--- src/rtl/intersection_phase_arbiter.sv ---
// ---------------------------------------------------------------------------
// intersection_phase_arbiter
//
// Purpose: gives right-of-way at a 4-approach junction. Only one approach is
// green at a time. Requests are latched per approach and served round-robin.
// Each normal green has a minimum length, then yields to a competing request
// through yellow and an all-red clearance. An emergency request preempts
// toward a selected approach.
//
// Ports:
//   clk           clock
//   rst_n         asynchronous active-low reset (all-red, pending lost)
//   req_i[3:0]    per-approach request level, bit i = approach i
//   emg_req_i     emergency preemption request level
//   emg_dir_i     approach that receives the emergency green
//   green_o       green lamp per approach (one-hot or zero)
//   yellow_o      yellow lamp per approach (one-hot or zero)
//   red_o         red lamp per approach, ~(green | yellow)
//   grant_id_o    approach currently or most recently granted
//   pending_o     latched, not yet served requests
//   emg_active_o  high while the emergency green is held
// ---------------------------------------------------------------------------
module intersection_phase_arbiter #(
  parameter int unsigned CW          = 6,
  parameter int unsigned T_MIN_GREEN = 10,
  parameter int unsigned T_MAX_GREEN = 30,
  parameter int unsigned T_YELLOW    = 5,
  parameter int unsigned T_ALLRED    = 2
) (
  input  logic       clk,
  input  logic       rst_n,
  input  logic [3:0] req_i,
  input  logic       emg_req_i,
  input  logic [1:0] emg_dir_i,
  output logic [3:0] green_o,
  output logic [3:0] yellow_o,
  output logic [3:0] red_o,
  output logic [1:0] grant_id_o,
  output logic [3:0] pending_o,
  output logic       emg_active_o
);

  typedef enum logic [1:0] {
    ST_ALLRED    = 2'd0,
    ST_GREEN     = 2'd1,
    ST_YELLOW    = 2'd2,
    ST_EMG_GREEN = 2'd3
  } state_e;

  localparam logic [CW-1:0] MinGreen = CW'(T_MIN_GREEN);
  localparam logic [CW-1:0] MaxGreen = CW'(T_MAX_GREEN);
  localparam logic [CW-1:0] Yellow   = CW'(T_YELLOW);
  localparam logic [CW-1:0] AllRed   = CW'(T_ALLRED);
  localparam logic [CW-1:0] TimerOne = CW'(1);

  state_e        state_q, state_d;
  logic [CW-1:0] timer_q, timer_d;
  logic [3:0]    pending_q, pending_d;
  logic [1:0]    grant_q, grant_d;
  logic [1:0]    rr_ptr_q, rr_ptr_d;

  logic [3:0]    grant_oh;
  logic [3:0]    lit_mask;
  logic [3:0]    clear_mask;
  logic          competing;
  logic          allred_done;
  logic          rr_found;
  logic [1:0]    rr_winner;

  assign grant_oh    = 4'b0001 << grant_q;
  // The lit approach's own request is not latched, and is never "competing".
  assign lit_mask    = (state_q == ST_ALLRED) ? 4'b0000 : grant_oh;
  assign competing   = |(pending_q & ~lit_mask);
  assign allred_done = (timer_q >= AllRed);

  // Round-robin search: first pending bit from rr_ptr+1 upward, wrapping.
  // The 2-bit sum wraps naturally modulo 4.
  always_comb begin
    rr_found  = 1'b0;
    rr_winner = rr_ptr_q;
    for (int i = 1; i <= 4; i++) begin
      if (!rr_found && pending_q[rr_ptr_q + 2'(i)]) begin
        rr_found  = 1'b1;
        rr_winner = rr_ptr_q + 2'(i);
      end
    end
  end

  // Next-state logic. Emergency is always checked before normal requests.
  always_comb begin
    state_d    = state_q;
    grant_d    = grant_q;
    rr_ptr_d   = rr_ptr_q;
    clear_mask = 4'b0000;
    case (state_q)
      ST_ALLRED: begin
        if (allred_done && emg_req_i) begin
          state_d = ST_EMG_GREEN;
          grant_d = emg_dir_i;
        end else if (allred_done && rr_found) begin
          state_d = ST_GREEN;
          grant_d = rr_winner;
        end
      end
      ST_GREEN: begin
        if (emg_req_i && (emg_dir_i != grant_q)) begin
          state_d = ST_YELLOW;
        end else if (emg_req_i) begin
          state_d = ST_EMG_GREEN;
        end else if (competing && (timer_q >= MinGreen)) begin
          state_d = ST_YELLOW;
        end
      end
      ST_YELLOW: begin
        if (timer_q == Yellow) begin
          state_d = ST_ALLRED;
        end
      end
      ST_EMG_GREEN: begin
        if (!emg_req_i) begin
          state_d = ST_YELLOW;
        end
      end
      default: state_d = ST_ALLRED;
    endcase

    // Entering any green phase serves that approach: clear its pending bit
    // and move the round-robin pointer onto it.
    if ((state_d != state_q) &&
        ((state_d == ST_GREEN) || (state_d == ST_EMG_GREEN))) begin
      clear_mask = 4'b0001 << grant_d;
      rr_ptr_d   = grant_d;
    end
  end

  // Phase timer: restarts at 1 on each state change. Saturation keeps idle
  // all-red, resting green and long emergency holds from wrapping.
  always_comb begin
    timer_d = timer_q + TimerOne;
    if (state_d != state_q) begin
      timer_d = TimerOne;
    end else begin
      case (state_q)
        ST_GREEN:     if (timer_q >= MaxGreen) timer_d = MaxGreen;
        ST_ALLRED:    if (timer_q >= AllRed)   timer_d = AllRed;
        ST_EMG_GREEN: if (&timer_q)            timer_d = timer_q;
        default:      timer_d = timer_q + TimerOne;
      endcase
    end
  end

  // Clear has priority over a same-cycle set.
  assign pending_d = (pending_q | (req_i & ~lit_mask)) & ~clear_mask;

  always_ff @(posedge clk or negedge rst_n) begin
    if (!rst_n) begin
      state_q   <= ST_ALLRED;
      timer_q   <= TimerOne;
      pending_q <= 4'b0000;
      grant_q   <= 2'd0;
      rr_ptr_q  <= 2'd0;
    end else begin
      state_q   <= state_d;
      timer_q   <= timer_d;
      pending_q <= pending_d;
      grant_q   <= grant_d;
      rr_ptr_q  <= rr_ptr_d;
    end
  end

  // Lamps decode from registered state only.
  always_comb begin
    green_o  = 4'b0000;
    yellow_o = 4'b0000;
    if ((state_q == ST_GREEN) || (state_q == ST_EMG_GREEN)) begin
      green_o = grant_oh;
    end
    if (state_q == ST_YELLOW) begin
      yellow_o = grant_oh;
    end
  end

  assign red_o        = ~(green_o | yellow_o);
  assign grant_id_o   = grant_q;
  assign pending_o    = pending_q;
  assign emg_active_o = (state_q == ST_EMG_GREEN);

endmodule
--- config.mk ---
export PLATFORM = sky130hd
export DESIGN_NAME = intersection_phase_arbiter
export DESIGN_NICKNAME = d
export VERILOG_FILES = /design/src/rtl/intersection_phase_arbiter.sv
export SDC_FILE = /design/constraint.sdc
export NUM_CORES = 1
export LEC_CHECK = 0
export BUFFER_PORTS_ARGS = -buffer_cell sky130_fd_sc_hd__buf_2
export CAP_MARGIN = 20
export CORE_MARGIN = 2
export CORE_UTILIZATION = 45
export CTS_BUF_LIST = sky130_fd_sc_hd__clkbuf_8 sky130_fd_sc_hd__clkbuf_16
export CTS_CLUSTER_SIZE = 25
export DETAILED_ROUTE_END_ITERATION = 7
export HOLD_SLACK_MARGIN = 0.02
export MAX_ROUTING_LAYER = met4
export PLACE_DENSITY = 0.64
export SYNTH_ARGS = -nofsm -noshare
export SYNTH_HDL_FRONTEND = slang
export SYNTH_SLANG_ARGS = --single-unit
--- constraint.sdc ---
create_clock -name clk -period 2.6 [get_ports clk]
set_input_delay 0.39 -clock clk [delete_from_list [all_inputs] [get_ports clk]]
set_output_delay 0.39 -clock clk [all_outputs]
set_load 0.01 [all_outputs]
* Word-level counts from Yosys, hierarchy flattened
Index checks and enable logic that the tools add are counted.
** Cells by class
- $add $sub $neg :: 4
- Magnitude comparators :: 7
- Eq/ne operators :: 9
- Shift operators :: 2
- Multiplexer cells :: 36
- Bitwise operators :: 8
- Reduce and logical (&&, ||, !) cells :: 16
** Operators by type and width (number)
- $mux 2 :: 14
- $mux 6 :: 4
- $pmux 6 s3 :: 1
- $mux 4 :: 4
- $and 4x4->4 :: 3
- $lt 2x3->1 const B :: 4
- $not 4->4 :: 3
- $bmux 1 s2 :: 4
- $logic_and 1x1->1 :: 8
- $mux 1 :: 8
- $or 4x4->4 :: 2
- $pmux 2 s4 :: 1
- $shl 1x2->4 const A :: 2
- $add 6x1->6 const B :: 1
- $eq 2x2->1 const B :: 3
- $eq 6x3->1 const B :: 1
- $ge 6x2->1 const B :: 1
- $ge 6x4->1 const B :: 1
- $ge 6x5->1 const B :: 1
- $reduce_and 6->1 :: 1
- $add 2x2->2 const B :: 2
- $eq 2x1->1 const B :: 2
- $ne 2x2->1 :: 2
- $reduce_or 4->1 :: 1
- 5 further kinds :: 8
** Storage, ports and cells
- Register bits :: 16
- Output and inout bits :: 19

* Depth between registers and ports, before layout
- Depth in word-level cells :: 23
- Depth in mapped cells :: 8
- Gate-level depth less buffers :: 6

* Worst setup path after synthesis
No wires, ideal clock.
- Path type :: flip-flop to flip-flop
- Start :: register pending_q[0], in the netlist pending_o[0]
- End :: register pending_q[2], in the netlist pending_o[2]
- Arrival :: 1.681 ns
- Required time :: 2.454 ns
- Path slack :: 0.772 ns
- Cell stages (with the launch flop) :: 8
- Buffers on the path :: 1
- Clock period less this slack :: 1.828 ns
- Path through :: dfrtp_1 -> buf_2 -> or4_1 -> nor2_1 -> a31oi_1 -> o221a_2 -> inv_1 -> a31oi_1
** Between the ends
- Elaborated cells between the ends (all ways) :: 44
- Those cells by class :: eq/ne: 3; shift: 1; mux: 26; bitwise: 3; reduce/logical: 11
** RTL lines
- start, declared :: RTL line 58 : logic [3:0] pending_q, pending_d;
- start signal, assigned :: RTL line 165 : pending_q <= pending_d;
- $bmux 1 s2 :: RTL line 82 : if (!rr_found && pending_q[rr_ptr_q + 2'(i)]) begin
- $mux 1 (not written as such) :: RTL line 82
- $mux 1 :: RTL line 82
- $logic_not 1->1 :: RTL line 82
- $logic_and 1x1->1 :: RTL line 82
- $mux 1 :: RTL line 82
- $logic_not 1->1 :: RTL line 82
- $logic_and 1x1->1 :: RTL line 82
- (+6 left out)
- $mux 2 * :: RTL line 97 : if (allred_done && emg_req_i) begin
- $mux 2 * :: RTL line 95 : case (state_q)
- via grant_d[1] :: RTL line 59 : logic [1:0] grant_q, grant_d;
- $shl 1x2->4 * :: RTL line 131 : clear_mask = 4'b0001 << grant_d;
- $mux 4 * :: RTL line 129 : if ((state_d != state_q) &&
- $not 4->4 * :: RTL line 153 : assign pending_d = (pending_q | (req_i & ~lit_mask)) & ~clear_mask;
- $and 4x4->4 * :: RTL line 153
- via pending_d[2] :: RTL line 58
Mark *: on every way through the listed nets, which the timed path passes. The rest lies on a longest branch. The select of a mux whose other input is x is not followed.
A chain may end at the register's enable or synchronous reset.

* Worst setup path after layout
- Start :: register state_q[1]
- End :: register pending_q[2], in the netlist pending_o[2]
** Between the ends
- Elaborated cells between the ends (all ways) :: 29
- Those cells by class :: eq/ne: 6; shift: 1; mux: 11; bitwise: 6; reduce/logical: 5
** RTL lines
- start, declared :: RTL line 56 : state_e state_q, state_d;
- start signal, assigned :: RTL line 163 : state_q <= state_d;
- $logic_not 2->1 :: RTL line 95
- $mux 2 :: RTL line 95
- via grant_d[1] :: RTL line 59
- $shl 1x2->4 :: RTL line 131
- $mux 4 :: RTL line 129
- $not 4->4 :: RTL line 153
- $and 4x4->4 :: RTL line 153
- via pending_d[2] :: RTL line 58
The timed path passes the listed nets, and every way through them passes these cells.

==> results.ini <==
[setup_path]
worst_path_dominant_cell_family = compound AO/OA/AOI/OAI gates
crit_type = flip-flop to flip-flop
start_kind = flip-flop
cp.arrival_ns = 2.13
critPathSlowestCell = dfrtp_1
path_buf_inv = 1
critPathMostFrequentCell = a31oi_1
endpoint_kind = flip-flop
crit_fanout = 14
max_stage_delay_ns = 0.52
cp_data_required_time_ns = 2.70
path_cells = or2_0 > a21oi_1 > a31oi_1 > o221a_2 > inv_1 > a31oi_1

[layout]
multiInputGateArea_um2 = 790
num_antenna_cells = 0
drive_gt1_share_pct = 25.3
final-seq-area_um2 = 402
final_common_cell = buf_2
final_nets = 187
stdcell_count = 205
utilization_pct = 53.0
fillCellCount = 254
layout_common_cells = buf_2 (27), nor2_1 (15), dfrtp_1 (15), a21oi_1 (14), a31oi_1 (10)
final_area_um2 = 1450
area_growth_pct = 13.3

[timing]
setup_ws_ns = 0.562
timing.final.hold_violations = 0
setup_tns_ns = 0
min_period_ns = 2.04
setup_viol_count_final = 0
slew_headroom_pct = 56.6
worst_pin_slew_ns = 0.651
fin_skew_ns = 0.00290
drv_slew = 0
finalCritPeriodShare_pct = 78.4
hold_slack_ns = 0.0405
fmax_ghz = 0.491
rsz0062_at_grt = no

[placed_design]
dpl_worst_slack_ns = 0.603
port_buffers = 27
globalplace.congestion = 0.963
post-place-cells = 201
dp_hpwl_um = 2460
placed_area_um2 = 1400

[floorplan]
die_w_um = 57.3
start_util_pct = 46.8
core_um2 = 2730
io_pins = 28
num_rows = 19
floorplan.die_area_um2 = 3290
dieHeight_um = 57.3

[global_route]
antenna_found_initial = 0
grt_overflow = 0
grt_max_degree = 18
grt_use_total_pct = 22.1
grt_pass1_vias = 1164
grt_first_pass_wirelength_um = 5540

[cts]
cts_resized = 0
clockRootBuffer = clkbuf_8
cts_buffer_depth = 2
cts_made_buffers = 3
clock_sinks = 16
cts_setup_buffers = 0
clkTransAtPathRegs_ns = 0.06
htreeDepth = 1
cts_tree = yes
worstSkewPairLatency_ns = 0.25
cts.hold.buffers_added = 0

[logic_synthesis]
async_flop_share_pct = 100
synthTopCellsByArea = dfrtp_1 (29%), a21oi_1 (5.5%), a31oi_1 (4.9%)
syn-cell-area_um2 = 1280
synth_seq_cells = 16
yosysTopAreaCell = dfrtp_1
synth-main-ff-cell = dfrtp_1
synth.avg_cell_area_um2 = 8.15
ys_types = 46
yosysTopAreaCellShare_pct = 29.3
yosys_warnings = 0
yosysSeqAreaShare_pct = 31.4
synth_edf_count = 0
netlist_instances = 157
synth_nets = 169

[route]
route.detailed.drc = 0
post_drt_wl_per_cell_um = 15.9
via_count = 1278
drt_iter0_drc = 112
drtAntennaViolNets = 0
via_per_inst = 6.23
routed_wl_um = 3260
dr.pass1.iters = 4

[min_path]
min_path_type = input port to asynchronous set/reset pin

[power]
p_leak_nw = 0.621
powerDensity_nw_per_um2 = 1210
p_total_mw = 1.75
ir_worst_vdd_uv = 802

[run]
cap_violations = 0

[status]
status = finished, final reports clean

-- final cells by class --
| class | instances | area share [%] |
|---|---|---|
| inverters | 8 | 2.07 |
| repair buffers | 27 | 9.32 |
| clock buffers | 4 | 3.80 |
| flip-flops and latches | 16 | 27.7 |
| multi-input cells | 119 | 54.4 |
| well taps | 31 | 2.67 |
-- flip-flops by register name, summed over array words and instances (netlist names) --
name        flops
timer_q         6
rr_ptr_q        2
state_q         2
grant_id_o      2
pending_o       4
-- synth_stat cells (2+ instances only) --
cell	n
mux2i_1	4
nand2b_1	3
a21boi_0	2
nor3_1	6
clkbuf_1	9
o21ai_0	6
or3_1	2
inv_1	7
nand2_1	7
xor2_1	2
dfrtp_1	15
o22ai_1	4
buf_2	5
a21oi_1	14
nor3b_1	2
a21o_1	2
nor2_1	15
a31oi_1	10
ha_1	3
xnor2_1	3
and3_1	4
nand3_1	8
-- logic make-up after synthesis --
group / count (synthesis) / share of synthesized area [%]
muxes: 4 / 3.13
and+or+nand+nor: 56 / 23.5
AOI/OAI and AO/OA: 51 / 28.7
DFF: 16 / 31.4
xor gates and xnor gates: 5 / 3.42
buffers and inverters: 22 / 6.94
adders and majority gates: 3 / 2.93
-- worst paths after layout --
| path | startpoint | end | slack (ns) | depth (start not counted) |
|---|---|---|---|---|
| worst max-delay path | state_q[1] | pending_o[2] | 0.56 | 6 |
| worst min-delay path | rst_n | timer_q[4] | 0.04 | 1 |
| worst max register to register | state_q[1] | pending_o[2] | 0.56 | 6 |
| worst min register to register | rr_ptr_q[0] | rr_ptr_q[0] | 0.65 | 2 |
| max in group asynchronous | rst_n | timer_q[0] | 2.26 | 1 |
| min in group clk | req_i[1] | pending_o[1] | 0.45 | 3 |
-- where the power goes --
group | switching (mW) | total (mW) | internal (mW)
Combinational | 0.519 | 0.923 | 0.404
Clock | 0.0849 | 0.219 | 0.134
Sequential | 0.254 | 0.606 | 0.352
-- metal layers --
metal / routed length (um) / up-vias / track usage (%) / part of all wire [%]
met5: 0 / - / - / 0
met4: 57 / 0 / 7.31 / 1.7
met3: 284 / 7 / 2.04 / 8.7
met2: 1450 / 57 / 30.9 / 44
met1: 1470 / 603 / 33.5 / 45
li1: - / 611 / - / -
-- worst register-to-register path, cell delays in order, from the launching register on --
cell	delay, ns
dfrtp_1	0.52
or2_0	0.39
a21oi_1	0.34
a31oi_1	0.14
o221a_2	0.31
inv_1	0.11
a31oi_1	0.09
(Power assumes the default switching activity.)
